$ cat src/rtl/disp_pkg.sv
// Shared 7-segment glyph table and hex decoder for the counter display.
// Segment bits are active-high: bit0..6 = a..g, bit7 = decimal point.
package disp_pkg;

  localparam int DP_BIT = 7;

  localparam logic [7:0] SEG_0 = 8'h3F;
  localparam logic [7:0] SEG_1 = 8'h06;
  localparam logic [7:0] SEG_2 = 8'h5B;
  localparam logic [7:0] SEG_3 = 8'h4F;
  localparam logic [7:0] SEG_4 = 8'h66;
  localparam logic [7:0] SEG_5 = 8'h6D;
  localparam logic [7:0] SEG_6 = 8'h7D;
  localparam logic [7:0] SEG_7 = 8'h07;
  localparam logic [7:0] SEG_8 = 8'h7F;
  localparam logic [7:0] SEG_9 = 8'h6F;
  localparam logic [7:0] SEG_A = 8'h77;
  localparam logic [7:0] SEG_B = 8'h7C;
  localparam logic [7:0] SEG_C = 8'h39;
  localparam logic [7:0] SEG_D = 8'h5E;
  localparam logic [7:0] SEG_E = 8'h79;
  localparam logic [7:0] SEG_F = 8'h71;

  function automatic logic [7:0] hex_to_seg(input logic [3:0] hex);
    case (hex)
      4'h0:    return SEG_0;
      4'h1:    return SEG_1;
      4'h2:    return SEG_2;
      4'h3:    return SEG_3;
      4'h4:    return SEG_4;
      4'h5:    return SEG_5;
      4'h6:    return SEG_6;
      4'h7:    return SEG_7;
      4'h8:    return SEG_8;
      4'h9:    return SEG_9;
      4'hA:    return SEG_A;
      4'hB:    return SEG_B;
      4'hC:    return SEG_C;
      4'hD:    return SEG_D;
      4'hE:    return SEG_E;
      default: return SEG_F;
    endcase
  endfunction

endpackage

$ cat src/rtl/seg_decode.sv
// Combinational nibble-to-glyph decoder with an explicit decimal-point input.
module seg_decode
  import disp_pkg::*;
(
  input  logic [3:0] hex,
  input  logic       dp,
  output logic [7:0] seg
);

  // NOTE: every bit is assigned on every pass through always_comb, so no latch can form.
  always_comb begin
    seg         = hex_to_seg(hex);
    seg[DP_BIT] = dp;
  end

endmodule

$ cat src/rtl/counter_display.sv
// Prescaled up/down counter with synchronous load, driving the LED bank and a
// time-multiplexed hex 7-segment display with registered segment/digit outputs.
module counter_display
  import disp_pkg::*;
#(
  parameter int WIDTH    = 8,
  parameter int DIGITS   = 2,
  parameter int PRESCALE = 50_000_000,
  parameter int SCAN_DIV = 50_000
) (
  input  logic              in_clk,
  input  logic              in_rst,
  input  logic              in_en,
  input  logic              in_up,
  input  logic              in_load,
  input  logic [WIDTH-1:0]  in_load_val,
  output logic [WIDTH-1:0]  out_led,
  output logic [7:0]        out_seg,
  output logic [DIGITS-1:0] out_dig,
  output logic              out_wrap
);

  localparam int PW = (PRESCALE > 1) ? $clog2(PRESCALE) : 1;
  localparam int SW = (SCAN_DIV > 1) ? $clog2(SCAN_DIV) : 1;
  localparam int DW = (DIGITS > 1) ? $clog2(DIGITS) : 1;

  if (4 * DIGITS < WIDTH || PRESCALE < 1 || SCAN_DIV < 1) begin : g_param_check
    $error("counter_display: need 4*DIGITS >= WIDTH, PRESCALE >= 1, SCAN_DIV >= 1");
  end

  logic [PW-1:0]         pre;
  logic [SW-1:0]         scan_cnt;
  logic [DW-1:0]         dig_idx;
  logic                  step;
  logic [4*DIGITS-1:0]   padded;
  logic [3:0]            nibble;
  logic [7:0]            seg_next;

  assign step = in_en && (pre == PW'(PRESCALE - 1));

  // Load beats a coincident step and restarts the prescaler.
  // NOTE: sequential state uses non-blocking assignments so every register samples pre-edge values.
  always_ff @(posedge in_clk or posedge in_rst) begin
    if (in_rst) begin
      out_led  <= '0;
      pre      <= '0;
      out_wrap <= 1'b0;
    end else if (in_load) begin
      out_led  <= in_load_val;
      pre      <= '0;
      out_wrap <= 1'b0;
    end else begin
      out_wrap <= step && (in_up ? (&out_led) : ~(|out_led));
      if (in_en)
        pre <= step ? '0 : pre + PW'(1);
      if (step)
        out_led <= in_up ? out_led + WIDTH'(1) : out_led - WIDTH'(1);
    end
  end

  always_ff @(posedge in_clk or posedge in_rst) begin
    if (in_rst) begin
      scan_cnt <= '0;
      dig_idx  <= '0;
    end else if (scan_cnt == SW'(SCAN_DIV - 1)) begin
      scan_cnt <= '0;
      dig_idx  <= (dig_idx == DW'(DIGITS - 1)) ? '0 : dig_idx + DW'(1);
    end else begin
      scan_cnt <= scan_cnt + SW'(1);
    end
  end

  assign padded = (4 * DIGITS)'(out_led);

  always_comb begin
    nibble = '0;
    for (int i = 0; i < DIGITS; i++)
      if (dig_idx == DW'(i))
        nibble = padded[4*i +: 4];
  end

  seg_decode u_seg_decode (
    .hex (nibble),
    .dp  (~in_up),
    .seg (seg_next)
  );

  // Glyph and digit select share one register stage so they always switch together.
  always_ff @(posedge in_clk or posedge in_rst) begin
    if (in_rst) begin
      out_seg <= SEG_0;
      out_dig <= DIGITS'(1);
    end else begin
      out_seg <= seg_next;
      out_dig <= DIGITS'(1) << dig_idx;
    end
  end

endmodule

$ cat config.mk
export PLATFORM = sky130hd
export DESIGN_NAME = counter_display
export DESIGN_NICKNAME = d
export VERILOG_FILES = /design/src/rtl/disp_pkg.sv /design/src/rtl/seg_decode.sv /design/src/rtl/counter_display.sv
export SDC_FILE = /design/constraint.sdc
export NUM_CORES = 1
export LEC_CHECK = 0
export BUFFER_PORTS_ARGS = -buffer_cell sky130_fd_sc_hd__buf_2
export CELL_PAD_IN_SITES_DETAIL_PLACEMENT = 1
export CELL_PAD_IN_SITES_GLOBAL_PLACEMENT = 2
export CORE_UTILIZATION = 38
export DETAILED_ROUTE_END_ITERATION = 6
export PLACE_DENSITY = 0.76
export REMOVE_ABC_BUFFERS = 1
export SETUP_SLACK_MARGIN = 0.3
export SLEW_MARGIN = 10
export SYNTH_ARGS = -nofsm -noshare
export SYNTH_HDL_FRONTEND = slang
export SYNTH_SLANG_ARGS = --single-unit
export TNS_END_PERCENT = 20
$ cat constraint.sdc
create_clock -name in_clk -period 2.8 [get_ports in_clk]
set_input_delay 0.7 -clock in_clk [delete_from_list [all_inputs] [get_ports in_clk]]
set_output_delay 0.7 -clock in_clk [all_outputs]
set_load 0.02 [all_outputs]
==> results.py <==
metrics = {
    "logic_synthesis": {
        "syn_avg_cell_area_um2": 9.96,
        "synthSimpleGateAreaFrac": 0.244,
        "synthMuxAreaShare": 0.0435,
        "synth.distinct_cells": 53,
        "ys_seq_elements": 62,
        "synth_ff_type": "dfrtp_1",
        "synth-edff-count": 0,
        "synthesis.area_um2": 3530,
        "seq_area_frac_synth": 0.441,
        "synthAdderAreaFrac": 0.0623,
        "synth_top_area_share": 0.389,
        "synth_top_family_by_area": "simple AND/OR/NAND/NOR gates",
        "async_flop_share": 1.00,
        "synth_compound_area_frac": 0.0761,
        "synthTopCellsByArea": "dfrtp_1, xor2_1, ha_1",
        "netlist_instances": 355,
        "synth_top_area_cell": "dfrtp_1",
        "yosys_warnings": 0,
        "yosys.area_share.xor_xnor": 0.102,
    },
    "placement": {
        "dpl_cell_area_um2": 3840,
        "dp_hpwl_um": 6060,
        "dp_cells": 493,
        "gp_congestion": 0.823,
        "portBuffers": 31,
    },
    "worst_setup_path": {
        "critPathMaxFanout": 9,
        "critPathKind": "in -> reg",
        "regToRegStartpoint": "pre[0]$_DFFE_PP0P_",
        "reg2reg_to": "out_led[3]$_DFFE_PP0P_",
        "path_cells": "buf_2, inv_1, fa_1, a21o_1, a21oi_1, o21ai_0, a311o_2, nand3_1",
        "ff2ff_path_depth": 6,
        "start_kind": "input port",
        "crit_required_ns": 3.08,
        "max_stage_delay_ns": 0.51,
        "end_kind": "register",
        "critPathArrivalTime_ns": 2.44,
        "crit_slowest_cell": "fa_1",
        "critPathTopFamily": "compound AO/OA/AOI/OAI gates",
        "rrSetupSlack_ns": 0.64,
        "crit_buf_inv": 2,
    },
    "layout": {
        "drive_gt1_frac": 0.202,
        "finalNonFillerCells": 509,
        "nets": 426,
        "area_delta_synth_final_pct": 14.1,
        "n_antenna_cell": 0,
        "final_common_cell": "dfrtp_1",
        "fillerInstances": 1034,
        "fin_area_um2": 4030,
        "final_cell_mix": "dfrtp_1, nor2_1, buf_2",
    },
    "power_and_ir_drop": {
        "power_mw": 2.02,
        "power.density_nw_per_um2": 502,
        "switching_share": 0.281,
        "power_switching_mw": 0.569,
        "leakage_nw": 1.79,
        "seqPwrFrac": 0.478,
        "internal_power_mw": 1.45,
        "peakVddDrop_mv": 0.191,
        "p_comb_frac": 0.141,
        "pwr-share-clk": 0.381,
    },
    "timing": {
        "finalHoldViolations": 0,
        "maxSlewHeadroom": 0.605,
        "worst_pin_slew_ns": 0.588,
        "rsz0062_at_grt": "no",
        "setup_viol": 0,
        "maxSlewViolCount": 0,
        "period_share": 0.772,
        "period_minus_slack_ns": 2.16,
        "clock-skew-final_ns": 0.0108,
        "setup_tns_ns": 0,
        "fmax_mhz": 463,
    },
    "floorplanning": {
        "ioPinCount": 32,
        "rows": 34,
        "design.core.area_um2": 8850,
        "die_y_um": 98.4,
        "die_area_um2": 9690,
        "initial_core_util": 0.399,
        "die_w_um": 98.4,
    },
    "detailed_routing": {
        "routed_wl_um": 8230,
        "wire_per_inst_um": 16.2,
        "dr_total_vias": 2728,
        "drc": 0,
        "avgViaCountPerCell": 5.36,
        "antenna_left": 0,
        "drt_iter0_drc": 69,
        "drt_first_pass_iters": 4,
    },
    "clocking": {
        "clk_latency_ns": 0.34,
        "clk_pin_slew_ns": 0.08,
        "cts.repair.resized": 0,
        "post_cts_buffers": 0,
        "root_buffer": "clkbuf_8",
        "numClockSinks": 62,
        "cts-htree-levels": 3,
        "cts_tree": "built",
        "clockBufferDepth": 2,
        "postCtsHoldBufs": 0,
        "numCtsBuffers": 9,
    },
    "global_routing": {
        "track_usage": 0.188,
        "first_global_vias": 2887,
        "grt_max_degree": 39,
        "grtUsageMet2": 0.296,
        "met1_usage": 0.258,
        "grt_first_pass_wirelength_um": 14300,
        "overflow": 0,
        "antenna_found_initial": 0,
        "use_met3": 0.0355,
        "grt_most_used_layer": "met2",
    },
    "min_path": {
        "hold_path_class": "in -> async",
    },
    "outcome": {
        "status": "completed",
    },
    "run": {
        "maxCapViolCount": 0,
    },
}
Yosys cell counts (2+ instances only):
master,n
and3_1,8
buf_6,2
a21o_1,2
or2_1,2
and3_2,2
a31oi_1,2
nand2_1,20
nand3b_1,3
inv_1,13
clkbuf_1,5
ha_1,16
xnor2_1,17
nand4_1,14
nor3_1,12
a21oi_1,16
and4_2,3
o2111ai_1,2
nor2b_1,5
o211ai_1,2
nand3_1,16
nand2b_1,5
and4_1,5
nor4_1,5
dfstp_2,7
mux2i_1,6
nor4b_4,2
a22oi_1,2
o21ai_0,7
mux2_2,5
buf_4,2
xor2_1,24
dfrtp_1,55
nor2_1,48
worst max path at each step:
stage                                  end                from  depth (start not counted)  slack (ns)
floorplan              dig_idx$_DFFE_PP0N_              in_rst                          1        0.57
global placement    out_led[6]$_DFFE_PP0P_               in_up                          8        0.34
detailed placement  out_led[6]$_DFFE_PP0P_               in_up                          8        0.28
CTS                 out_led[3]$_DFFE_PP0P_  pre[0]$_DFFE_PP0P_                          6        0.64
global route        out_led[6]$_DFFE_PP0P_               in_up                          8        0.50
finish              out_led[6]$_DFFE_PP0P_               in_up                          8        0.64
through the flow:
stage	utilization	hold slack (ns)	setup slack, ns
2_1_floorplan	-	0.455	0.570
3_3_place_gp	0.434	0.476	0.338
3_5_place_dp	0.434	0.482	0.279
4_1_cts	0.456	0.411	0.645
5_1_grt	0.456	0.436	0.502
6_report	0.456	0.405	0.638
registers in the layout, indices dropped and copies added, names as in the netlist:
name / count
out_led: 8
out_seg: 8
dig_idx: 1
pre: 26
out_wrap: 1
out_dig: 2
scan_cnt: 16
metal layers:
| layer | routed length (µm) | vias to the layer above |
|---|---|---|
| met2 | 3730 | 41 |
| met5 | 0 | - |
| li1 | - | 1329 |
| met1 | 4110 | 1344 |
| met4 | 176 | 0 |
| met3 | 221 | 14 |
power by group through the flow:
stage	clock network (mW)	logic, mW	registers, mW
detailed placement	0	0.289	0.985
global route	0.841	0.319	0.972
CTS	0.802	0.290	0.968
global placement	0	0.285	0.984
finish	0.771	0.286	0.967
floorplan	0	0.156	1.01
worst register-to-register path, cell delays in order (launching register included):
cell	delay, ns
dfrtp_1	0.43
ha_1	0.25
and3_2	0.23
nand4_2	0.17
or2_1	0.37
mux2_4	0.33
mux2_2	0.25
cells by family (layout without fill, tap and decap cells):
logic type	after synthesis	after routing
simple gates	157	157
flops	62	62
compound gates	42	42
xor+xnor	41	41
buf+inv	23	69
fa+ha+maj	17	17
mux	13	13
area by class of cell:
cell class | instances | area (µm²) | share of cell area
Multi-Input combinational cell | 270 | 1860 | 0.462
Tap cell | 108 | 135 | 0.0335
Sequential cell | 62 | 1560 | 0.387
Clock inverter | 6 | 62.6 | 0.0155
Timing Repair Buffer | 40 | 235 | 0.0583
Clock buffer | 10 | 128 | 0.0316
Inverter | 13 | 48.8 | 0.0121
Note: power is estimated with default switching activity, not from simulation.
